## src/rtl/tl_sched_pkg.sv

```systemverilog
// Shared encodings and helpers for the intersection phase scheduler.
package tl_sched_pkg;

  localparam int REMAIN_W = 7;

  typedef enum logic [1:0] {
    PH_NS_THRU = 2'd0,
    PH_NS_LEFT = 2'd1,
    PH_EW_THRU = 2'd2,
    PH_EW_LEFT = 2'd3
  } phase_e;

  typedef enum logic [1:0] {
    ST_IDLE    = 2'd0,
    ST_GREEN   = 2'd1,
    ST_YELLOW  = 2'd2,
    ST_ALL_RED = 2'd3
  } state_e;

  // One-hot lamp mask for a phase number.
  function automatic logic [3:0] phase_onehot(input logic [1:0] ph);
    return 4'b0001 << ph;
  endfunction

  // First requesting phase after cur, searched cur+1, cur+2, cur+3, cur.
  function automatic logic [1:0] rr_next(input logic [1:0] cur, input logic [3:0] req);
    logic [1:0] cand;
    logic [1:0] pick;
    logic       found;
    pick  = cur;
    found = 1'b0;
    for (int i = 1; i <= 4; i++) begin
      cand = cur + i[1:0];
      if (!found && req[cand]) begin
        pick  = cand;
        found = 1'b1;
      end
    end
    return pick;
  endfunction

endpackage

```

## src/rtl/tl_tick_gen.sv

```systemverilog
// Divides sys_clk down to a one-cycle 1 s strobe.
// wrap is the combinational "counter at its last value" flag so the scheduler
// can update its state on the same edge that raises the registered tick.
module tl_tick_gen #(
  parameter int TICK_DIV = 50000000
) (
  input  logic clk,
  input  logic rst,
  output logic wrap,
  output logic tick
);

  localparam int CW = (TICK_DIV > 1) ? $clog2(TICK_DIV) : 1;

  logic [CW-1:0] cnt;

  assign wrap = (cnt == CW'(TICK_DIV - 1));

  // Free-running 0..TICK_DIV-1 counter; strobe registered on the wrap.
  always_ff @(posedge clk or posedge rst) begin
    if (rst) begin
      cnt  <= CW'(0);
      tick <= 1'b0;
    end else if (wrap) begin
      cnt  <= CW'(0);
      tick <= 1'b1;
    end else begin
      cnt  <= cnt + CW'(1);
      tick <= 1'b0;
    end
  end

endmodule

```

## src/rtl/tl_phase_scheduler.sv

```systemverilog
// Demand-actuated round-robin phase scheduler for a four-approach intersection.
// Optional emergency preemption is compiled in with `define TL_PREEMPT_EN.
module tl_phase_scheduler
  import tl_sched_pkg::*;
#(
  parameter int TICK_DIV  = 50000000,
  parameter int MIN_GREEN = 10,
  parameter int MAX_GREEN = 27,
  parameter int EXT       = 3,
  parameter int YELLOW    = 3,
  parameter int ALL_RED   = 1
) (
  input  logic                sys_clk,
  input  logic                sys_rst,
  input  logic [3:0]          demand_i,
`ifdef TL_PREEMPT_EN
  input  logic                preempt_i,
  input  logic [1:0]          preempt_phase_i,
`endif
  output logic [3:0]          green_o,
  output logic [3:0]          yellow_o,
  output logic [1:0]          state_o,
  output logic [1:0]          cur_phase_o,
  output logic [REMAIN_W-1:0] remain_o,
  output logic                tick_o
);

  localparam logic [REMAIN_W-1:0] ZERO_R = REMAIN_W'(0);
  localparam logic [REMAIN_W-1:0] ONE_R  = REMAIN_W'(1);
  localparam logic [REMAIN_W-1:0] MIN_R  = REMAIN_W'(MIN_GREEN);
  localparam logic [REMAIN_W-1:0] MAX_R  = REMAIN_W'(MAX_GREEN);
  localparam logic [REMAIN_W-1:0] EXT_R  = REMAIN_W'(EXT);
  localparam logic [REMAIN_W-1:0] YEL_R  = REMAIN_W'(YELLOW);
  localparam logic [REMAIN_W-1:0] AR_R   = REMAIN_W'(ALL_RED);
  localparam logic [REMAIN_W:0]   MAX_E  = (REMAIN_W+1)'(MAX_GREEN);

  state_e              state_q, state_n;
  logic [1:0]          phase_q, phase_n;
  logic [REMAIN_W-1:0] remain_q, remain_n;
  logic [REMAIN_W-1:0] elapsed_q, elapsed_n, elapsed_sat;
  logic [REMAIN_W:0]   elapsed_inc;
  logic [3:0]          demand_q, demand_n;
  logic [3:0]          green_q, yellow_q;
  logic [3:0]          green_mask, clear_mask;
  logic                tick_wrap;
  logic                other;
  logic                max_hit;
`ifdef TL_PREEMPT_EN
  logic                pre_q;
  logic                pre_fall;
`endif

  tl_tick_gen #(.TICK_DIV(TICK_DIV)) u_tick (
    .clk  (sys_clk),
    .rst  (sys_rst),
    .wrap (tick_wrap),
    .tick (tick_o)
  );

  assign other       = |(demand_q & ~phase_onehot(phase_q));
  assign elapsed_inc = (REMAIN_W+1)'(elapsed_q) + (REMAIN_W+1)'(1);
  assign max_hit     = (elapsed_inc >= MAX_E);
  assign elapsed_sat = max_hit ? MAX_R : elapsed_inc[REMAIN_W-1:0];
`ifdef TL_PREEMPT_EN
  assign pre_fall    = pre_q & ~preempt_i;
`endif

  // Next interval, phase and countdown; GREEN/YELLOW/ALL_RED advance only on ticks.
  always_comb begin
    state_n   = state_q;
    phase_n   = phase_q;
    remain_n  = remain_q;
    elapsed_n = elapsed_q;
    case (state_q)
      ST_IDLE: begin
        if (demand_q != 4'b0000) begin
          state_n   = ST_GREEN;
          phase_n   = rr_next(phase_q, demand_q);
          remain_n  = MIN_R;
          elapsed_n = ZERO_R;
        end else begin
          remain_n  = ZERO_R;
        end
      end
      ST_GREEN: begin
        if (tick_wrap) begin
          elapsed_n = elapsed_sat;
          if (max_hit && other) begin
            state_n  = ST_YELLOW;
            remain_n = YEL_R;
          end else if (demand_i[phase_q] && (remain_q <= EXT_R) && !max_hit) begin
            remain_n = EXT_R;
          end else if (remain_q <= ONE_R) begin
            if (other) begin
              state_n  = ST_YELLOW;
              remain_n = YEL_R;
            end else begin
              remain_n = ZERO_R;
            end
          end else begin
            remain_n = remain_q - ONE_R;
          end
        end else begin
          remain_n = remain_q;
        end
      end
      ST_YELLOW: begin
        if (tick_wrap) begin
          if (remain_q == ONE_R) begin
            state_n  = ST_ALL_RED;
            remain_n = AR_R;
          end else begin
            remain_n = remain_q - ONE_R;
          end
        end else begin
          remain_n = remain_q;
        end
      end
      ST_ALL_RED: begin
        if (tick_wrap) begin
          if (remain_q == ONE_R) begin
            state_n  = ST_IDLE;
            remain_n = ZERO_R;
          end else begin
            remain_n = remain_q - ONE_R;
          end
        end else begin
          remain_n = remain_q;
        end
      end
      default: begin
        state_n  = ST_IDLE;
        remain_n = ZERO_R;
      end
    endcase
`ifdef TL_PREEMPT_EN
    // Preemption overrides the normal rules: clear a conflicting green at once,
    // hold the preempt phase green with a blank countdown, and restart on release.
    if (preempt_i && (state_q == ST_GREEN) && (phase_q != preempt_phase_i)) begin
      state_n  = ST_YELLOW;
      phase_n  = phase_q;
      remain_n = YEL_R;
    end else if (preempt_i && (state_q == ST_GREEN)) begin
      state_n   = ST_GREEN;
      phase_n   = phase_q;
      remain_n  = ZERO_R;
      elapsed_n = elapsed_q;
    end else if (preempt_i && (state_q == ST_IDLE)) begin
      state_n   = ST_GREEN;
      phase_n   = preempt_phase_i;
      remain_n  = ZERO_R;
      elapsed_n = ZERO_R;
    end else if (preempt_i && (state_q == ST_ALL_RED) && tick_wrap && (remain_q == ONE_R)) begin
      state_n   = ST_GREEN;
      phase_n   = preempt_phase_i;
      remain_n  = ZERO_R;
      elapsed_n = ZERO_R;
    end else if (pre_fall && (state_q == ST_GREEN)) begin
      remain_n  = MIN_R;
      elapsed_n = ZERO_R;
    end else begin
      remain_n  = remain_n;
    end
`endif
  end

  // Sticky demand latch: the serving phase ignores its detector, entry to green clears.
  always_comb begin
    green_mask = (state_q == ST_GREEN) ? phase_onehot(phase_q) : 4'b0000;
    clear_mask = ((state_n == ST_GREEN) && (state_q != ST_GREEN)) ? phase_onehot(phase_n) : 4'b0000;
    demand_n   = (demand_q | (demand_i & ~green_mask)) & ~clear_mask;
  end

  // State, countdown, demand and lamp registers.
  always_ff @(posedge sys_clk or posedge sys_rst) begin
    if (sys_rst) begin
      state_q   <= ST_IDLE;
      phase_q   <= PH_EW_LEFT;
      remain_q  <= ZERO_R;
      elapsed_q <= ZERO_R;
      demand_q  <= 4'b0000;
      green_q   <= 4'b0000;
      yellow_q  <= 4'b0000;
`ifdef TL_PREEMPT_EN
      pre_q     <= 1'b0;
`endif
    end else begin
      state_q   <= state_n;
      phase_q   <= phase_n;
      remain_q  <= remain_n;
      elapsed_q <= elapsed_n;
      demand_q  <= demand_n;
      green_q   <= (state_n == ST_GREEN)  ? phase_onehot(phase_n) : 4'b0000;
      yellow_q  <= (state_n == ST_YELLOW) ? phase_onehot(phase_n) : 4'b0000;
`ifdef TL_PREEMPT_EN
      pre_q     <= preempt_i;
`endif
    end
  end

  assign green_o     = green_q;
  assign yellow_o    = yellow_q;
  assign state_o     = state_q;
  assign cur_phase_o = phase_q;
  assign remain_o    = remain_q;

endmodule

```

## config.mk

```make
export PLATFORM = sky130hd
export DESIGN_NAME = tl_phase_scheduler
export DESIGN_NICKNAME = d
export VERILOG_FILES = /design/src/rtl/tl_sched_pkg.sv /design/src/rtl/tl_tick_gen.sv /design/src/rtl/tl_phase_scheduler.sv
export SDC_FILE = /design/constraint.sdc
export NUM_CORES = 1
export LEC_CHECK = 0
export ABC_CLOCK_PERIOD_IN_PS = 3500
export BUFFER_PORTS_ARGS = -buffer_cell sky130_fd_sc_hd__clkbuf_2
export CAP_MARGIN = 10
export CORE_UTILIZATION = 40
export DETAILED_ROUTE_END_ITERATION = 6
export HOLD_SLACK_MARGIN = 0.15
export PLACE_DENSITY = 0.6
export SLEW_MARGIN = 20
export SYNTH_ARGS = -nofsm -noshare
export SYNTH_HDL_FRONTEND = slang
export SYNTH_SLANG_ARGS = --single-unit
export TNS_END_PERCENT = 1
```

## constraint.sdc

```tcl
create_clock -name sys_clk -period 3.5 [get_ports sys_clk]
set_clock_uncertainty 0.2 [all_clocks]
set_input_delay 0.525 -clock sys_clk [delete_from_list [all_inputs] [get_ports sys_clk]]
set_output_delay 0.525 -clock sys_clk [all_outputs]
set_load 0.1 [all_outputs]
```

### Yosys cells after proc, flatten, opt, wreduce, memory -nomap -nowiden

Cells that the tools add are included.

| operators by class | value |
|---|---|
| shift operators | 2 |
| add/sub/neg operators | 6 |
| bitwise gates (word level) | 7 |
| equal/unequal tests | 12 |
| magnitude comparators | 7 |
| reductions and logical operators | 17 |
| muxes and demuxes | 57 |

Operators by type and width:

| cell | count |
|---|---|
| 2-to-1 mux 7 bit | 11 |
| 2-to-1 mux 2 bit | 17 |
| one-hot mux 7 bit (4 select lines) | 1 |
| adder 26 x 1 -> 26 bit (second input constant) | 1 |
| == test 26 bit (second input constant) | 1 |
| 2-to-1 mux 26 bit | 1 |
| 2-to-1 mux 4 bit | 5 |
| 2-to-1 mux 1 bit | 15 |
| one-hot mux 7 bit (2 select lines) | 1 |
| bitwise AND 4 bit | 3 |
| < comparator 2 x 3 -> 1 bit (second input constant) | 4 |
| NOT 4 bit | 3 |
| binary-select mux 1 bit (select 2 bit) | 5 |
| adder 7 x 1 -> 8 bit (second input constant) | 1 |
| >= comparator 8 x 5 -> 1 bit (second input constant) | 1 |
| != test 2 bit (second input constant) | 4 |
| one-hot mux 2 bit (4 select lines) | 1 |
| left shift 1 x 2 -> 4 bit (first input constant) | 2 |
| == test 7 x 1 -> 1 bit (second input constant) | 1 |
| less-or-equal comparator 7 x 1 -> 1 bit (second input constant) | 1 |
| less-or-equal comparator 7 x 2 -> 1 bit (second input constant) | 1 |
| logical AND 1 bit | 7 |
| subtractor 7 x 1 -> 7 bit (second input constant) | 1 |
| == test 2 bit (second input constant) | 3 |
| 11 further kinds | 17 |

| storage, ports and cells | value |
|---|---|
| output and inout bits | 20 |
| input port bits | 6 |
| register bits | 57 |
| logic and storage cells | 117 |

### Longest topological paths before layout

| depth | value |
|---|---|
| depth in word-level cells | 25 |
| depth in mapped cells | 12 |
| gate-level depth less buffers | 10 |

### Modules after synthesis

A second synthesis with hierarchy kept.

| second synthesis, totals | value |
|---|---|
| cells, all modules | 366 |
| area, all modules | 3510.9 sq um |

Modules (own cells, without submodules):

| module | area each (sq um) | cells an instance | instances | sequential area each (sq um) |
|---|---|---|---|---|
| tl_phase_scheduler | 2158.3 | 236 | 1 | 753.2 |
| tl_tick_gen | 1352.5 | 130 | 1 | 675.6 |

### Worst setup path before layout

Ideal clock, no wire load.

| timing path | value |
|---|---|
| kind | register to register |
| from | register phase_q[0] (netlist: cur_phase_o[0]) |
| to | register demand_q[2] |
| library setup time | 134 ps |
| path buffers | 2 |
| arrival | 3077 ps |
| required time | 3166 ps |
| path slack | 90 ps |
| stages on the path, launching flop included | 13 |
| clock period less this slack | 3410 ps |
| path through | dfstp_2 buf_2 inv_1 ha_1 clkbuf_1 mux4_2 nor2_1 nor2_1 nor3_1 a21oi_1 o31a_1 inv_2 a31oi_1 |

| between the ends | value |
|---|---|
| longest elaborated chain between the ends | 25 |
| elaborated cells between the ends (all ways) | 57 |
| classes of those cells | 3 x add/sub; 1 x eq/ne; 2 x shift; 33 x mux; 7 x bitwise; 11 x reduce/logical |

RTL lines:

| item | line | text |
|---|---|---|
| start, declared | tl_phase_scheduler.sv:38 | `logic [1:0] phase_q, phase_n;` |
| start signal, assigned | tl_phase_scheduler.sv:189 | `phase_q <= phase_n;` |
| adder 2 x 1 -> 2 bit | tl_sched_pkg.sv:33 | `cand = cur + i[1:0];` |
| binary-select mux 1 bit (select 2 bit) | tl_sched_pkg.sv:34 | `if (!found && req[cand]) begin` |
| 2-to-1 mux 1 bit (implied by the code) | tl_sched_pkg.sv:34 |  |
| 2-to-1 mux 1 bit | tl_sched_pkg.sv:34 |  |
| 2-to-1 mux 1 bit | tl_phase_scheduler.sv:76 | `if (demand_q != 4'b0000) begin` |
| 2-to-1 mux 1 bit | tl_phase_scheduler.sv:74 | `case (state_q)` |
| zero test 1 bit | tl_sched_pkg.sv:34 |  |
| logical AND 1 bit | tl_sched_pkg.sv:34 |  |
| [... 11 more ...] | n/a |  |
| 2-to-1 mux 2 bit * | tl_phase_scheduler.sv:76 |  |
| 2-to-1 mux 2 bit * | tl_phase_scheduler.sv:74 |  |
| named net phase_n[1] | tl_phase_scheduler.sv:38 |  |
| left shift 1 x 2 -> 4 bit * | tl_sched_pkg.sv:22 | `return 4'b0001 << ph;` |
| 2-to-1 mux 4 bit * | tl_phase_scheduler.sv:170 | `clear_mask = ((state_n == ST_GREEN) && (state_q != ST_GREEN)) ? phase_onehot(phase_n) : 4'b0000;` |
| NOT 4 bit * | tl_phase_scheduler.sv:171 | `demand_n = (demand_q \| (demand_i & ~green_mask)) & ~clear_mask;` |
| bitwise AND 4 bit * | tl_phase_scheduler.sv:171 |  |
| named net demand_n[2] | tl_phase_scheduler.sv:42 | `logic [3:0] demand_q, demand_n;` |
| end signal, assigned | tl_phase_scheduler.sv:192 | `demand_q <= demand_n;` |
| end, declared | tl_phase_scheduler.sv:42 |  |

Mark *: on every way through the listed nets, which the timed path passes. The rest lies on a longest branch. The select of a mux whose other input is x is not followed.
A chain may end at the register's enable or synchronous reset.

### Worst setup path in the final report

Same ends and word-level chain as after synthesis.

==> results.sh <==
export IMPL_status="complete, no violations"
export IMPL_finalHoldViolations=0
export IMPL_synthSimpleGateAreaFrac=0.233
export IMPL_fin_crit_ps=3110
export IMPL_numCtsBuffers=9
export IMPL_antenna_left=0
export IMPL_hp_class="reg -> reg"
export IMPL_grt_pass1_wl_mm=12.7
export IMPL_final_common_cell="dfrtp_1"
export IMPL_portBuffers=25
export IMPL_cts_root_buf="clkbuf_8"
export IMPL_synthFlopType="dfrtp_1"
export IMPL_ys_warn_count=0
export IMPL_synth_compound_area_frac=0.156
export IMPL_num_io_pins=26
export IMPL_vdd_ir_drop_max_uv=231
export IMPL_die_h_um=93.5
export IMPL_period_share=0.888
export IMPL_start_util=0.410
export IMPL_power_density_nw_per_um2=361
export IMPL_wire_per_inst_um=14.7
export IMPL_crit_fanout=17
export IMPL_syn_inst=361
export IMPL_endpoint_kind="flop"
export IMPL_final_cell_mix="dfrtp_1 (55), nand2_1 (32), nor2_1 (32), clkbuf_2 (25)"
export IMPL_dp_cells=483
export IMPL_synthAdderAreaFrac=0.0374
export IMPL_stdcell_count=500
export IMPL_synth_seq_cells=57
export IMPL_postLayoutCellArea_um2=3820
export IMPL_slew_viol_final=0
export IMPL_synthXorXnorAreaFrac=0.0702
export IMPL_worst_setup_path_type="reg -> reg"
export IMPL_clock_latency_ps=330
export IMPL_post_cts_buffers=0
export IMPL_p_leak_uw=0.00171
export IMPL_ys_types=61
export IMPL_clockBufferDepth=2
export IMPL_ys_top_cells_by_area="dfrtp_1 (41%), ha_1 (3.7%), xor2_1 (3.7%), nand2_1 (3.6%), nor2_1 (3.6%)"
export IMPL_max_freq_ghz=0.322
export IMPL_synth_top_family_by_area="simple AND/OR/NAND/NOR gates"
export IMPL_setup_tns_final_ps=0
export IMPL_vias=2767
export IMPL_drc=0
export IMPL_yosysSeqAreaShare=0.427
export IMPL_drtIter0Drc=207
export IMPL_hpwl_mm=5.20
export IMPL_viasPerCell=5.53
export IMPL_rows=33
export IMPL_yosys_area_top_type="dfrtp_1"
export IMPL_synth_nets=377
export IMPL_synth_area_um2=3350
export IMPL_max_slew_margin=0.463
export IMPL_cts_tree="done"
export IMPL_dieArea_um2=8740
export IMPL_grt_pass1_vias=2656
export IMPL_n_antenna_cell=0
export IMPL_die_width_um=93.5
export IMPL_antenna_found_initial=0
export IMPL_dpl_cell_area_um2=3590
export IMPL_final_net_count=406
export IMPL_n_fill_cell=786
export IMPL_final_setup_viol_count=0
export IMPL_post_place_ws_ps=416
export IMPL_synth_area_per_cell_um2=9.28
export IMPL_arrival_ps=3120
export IMPL_area_delta_synth_final_pct=14.1
export IMPL_path_clk_slew_ps=70
export IMPL_drive_gt1_frac=0.167
export IMPL_required_ps=3520
export IMPL_grt_max_degree=40
export IMPL_yosysTopAreaCellShare=0.411
export IMPL_synth_area_mux_share=0.0385
export IMPL_track_usage=0.187
export IMPL_core_area_um2=8180
export IMPL_rsz0062_at_grt="false"
export IMPL_clkSinkCount=57
export IMPL_cts_htree_levels=3
export IMPL_gp_congestion=0.820
export IMPL_overflow=0
export IMPL_critPathLaunchType="flop"
export IMPL_wl_mm=7.35
export IMPL_fin_ws_ps=391
export IMPL_synth_edff_count=0
export IMPL_tightest_slew_ps=798
export IMPL_firstDrtPassIters=4
export IMPL_synthArstFlopShare=1.00
export IMPL_drv_cap=0
-- metrics by stage --
stage	util	total power [µW]	hold WS, ps
floorplan	-	682	225
global placement	0.439	691	251
detailed placement	0.439	691	256
CTS	0.468	1400	256
global route	0.468	1430	271
finish	0.468	1380	257
-- cell type report --
| cell class | instances | area, µm² | area share |
|---|---|---|---|
| clock buffers | 9 | 124 | 0.0324 |
| clock inverters | 7 | 101 | 0.0265 |
| inverters | 15 | 56.3 | 0.0147 |
| multi-input cells | 274 | 1790 | 0.469 |
| flip-flops and latches | 57 | 1430 | 0.374 |
| well taps | 105 | 131 | 0.0344 |
| repair buffers | 33 | 188 | 0.0491 |
-- sequential cells by signal (all words and copies together) (netlist names) --
| signal | count |
|---|---|
| cur_phase_o | 2 |
| yellow_o | 4 |
| demand_q | 4 |
| state_o | 2 |
| green_o | 4 |
| u_tick.cnt | 26 |
| u_tick.tick | 1 |
| remain_o | 7 |
| elapsed_q | 7 |
-- final timing paths --
check	start	to	slack [ps]	depth (start not counted)
worst max-delay path	cur_phase_o[0]	demand_q[2]	390	10
worst min-delay path	u_tick.cnt[0]	u_tick.cnt[0]	260	1
worst max register to register	cur_phase_o[0]	demand_q[2]	390	10
worst min register to register	u_tick.cnt[0]	u_tick.cnt[0]	260	1
max in group asynchronous	sys_rst	elapsed_q[6]	1760	4
min in group asynchronous	sys_rst	demand_q[0]	500	3
-- repair_timing --
item,4_1_cts,5_1_grt
endpoints found under the setup margin,0,0
resized for setup,0,0
endpoints found under the hold margin,16,0
hold buffers,1,0
-- per-layer routing --
metal	track usage	wire length (µm)	vias to the layer above
li1	-	-	1353
met1	0.252	3460	1352
met2	0.297	3530	52
met3	0.0382	257	10
met4	0.0667	104	0
met5	0	0	-
-- cell families (layout without fill, tap and decap cells) --
kind of cell	count (synthesis)	count (layout)
AOI/OAI and AO/OA	79	79
xor gates and xnor gates	26	26
adders and majority gates	10	10
buffers and inverters	30	64
DFF	57	57
muxes	9	9
and+or+nand+nor	150	150
-- synthesized netlist by cell type (all sizes together), types with 3 or more instances --
| cell type | instances |
|---|---|
| nor4 | 4 |
| a21o | 4 |
| nor2b | 6 |
| xnor2 | 12 |
| o21ai | 21 |
| ha | 10 |
| and3 | 10 |
| or3 | 5 |
| a21oi | 20 |
| mux2i | 5 |
| buf | 7 |
| nand3 | 14 |
| nor3 | 17 |
| clkbuf | 8 |
| mux4 | 3 |
| xor2 | 14 |
| dfrtp | 55 |
| a31oi | 12 |
| or4 | 3 |
| a211oi | 4 |
| nor2 | 33 |
| inv | 15 |
| nand2 | 32 |
| nand2b | 6 |
| nand4 | 7 |
-- power breakdown --
group | internal, µW | switching, µW | leakage [µW] | total [µW]
Combinational | 4.53 | 15.3 | 0.000877 | 19.8
Sequential | 658 | 0.000000000000534 | 0.000723 | 658
Clock | 407 | 295 | 0.000106 | 701
-- critical path, cell delays in order, from the launching register on --
cell	delay, ps
dfstp_2	740
inv_1	180
ha_1	470
mux4_2	370
nor2_1	100
nor2_1	50
nor3_1	170
a21oi_1	60
o31a_1	400
inv_2	150
a31oi_1	100
Power figures use the tool's default switching activity.
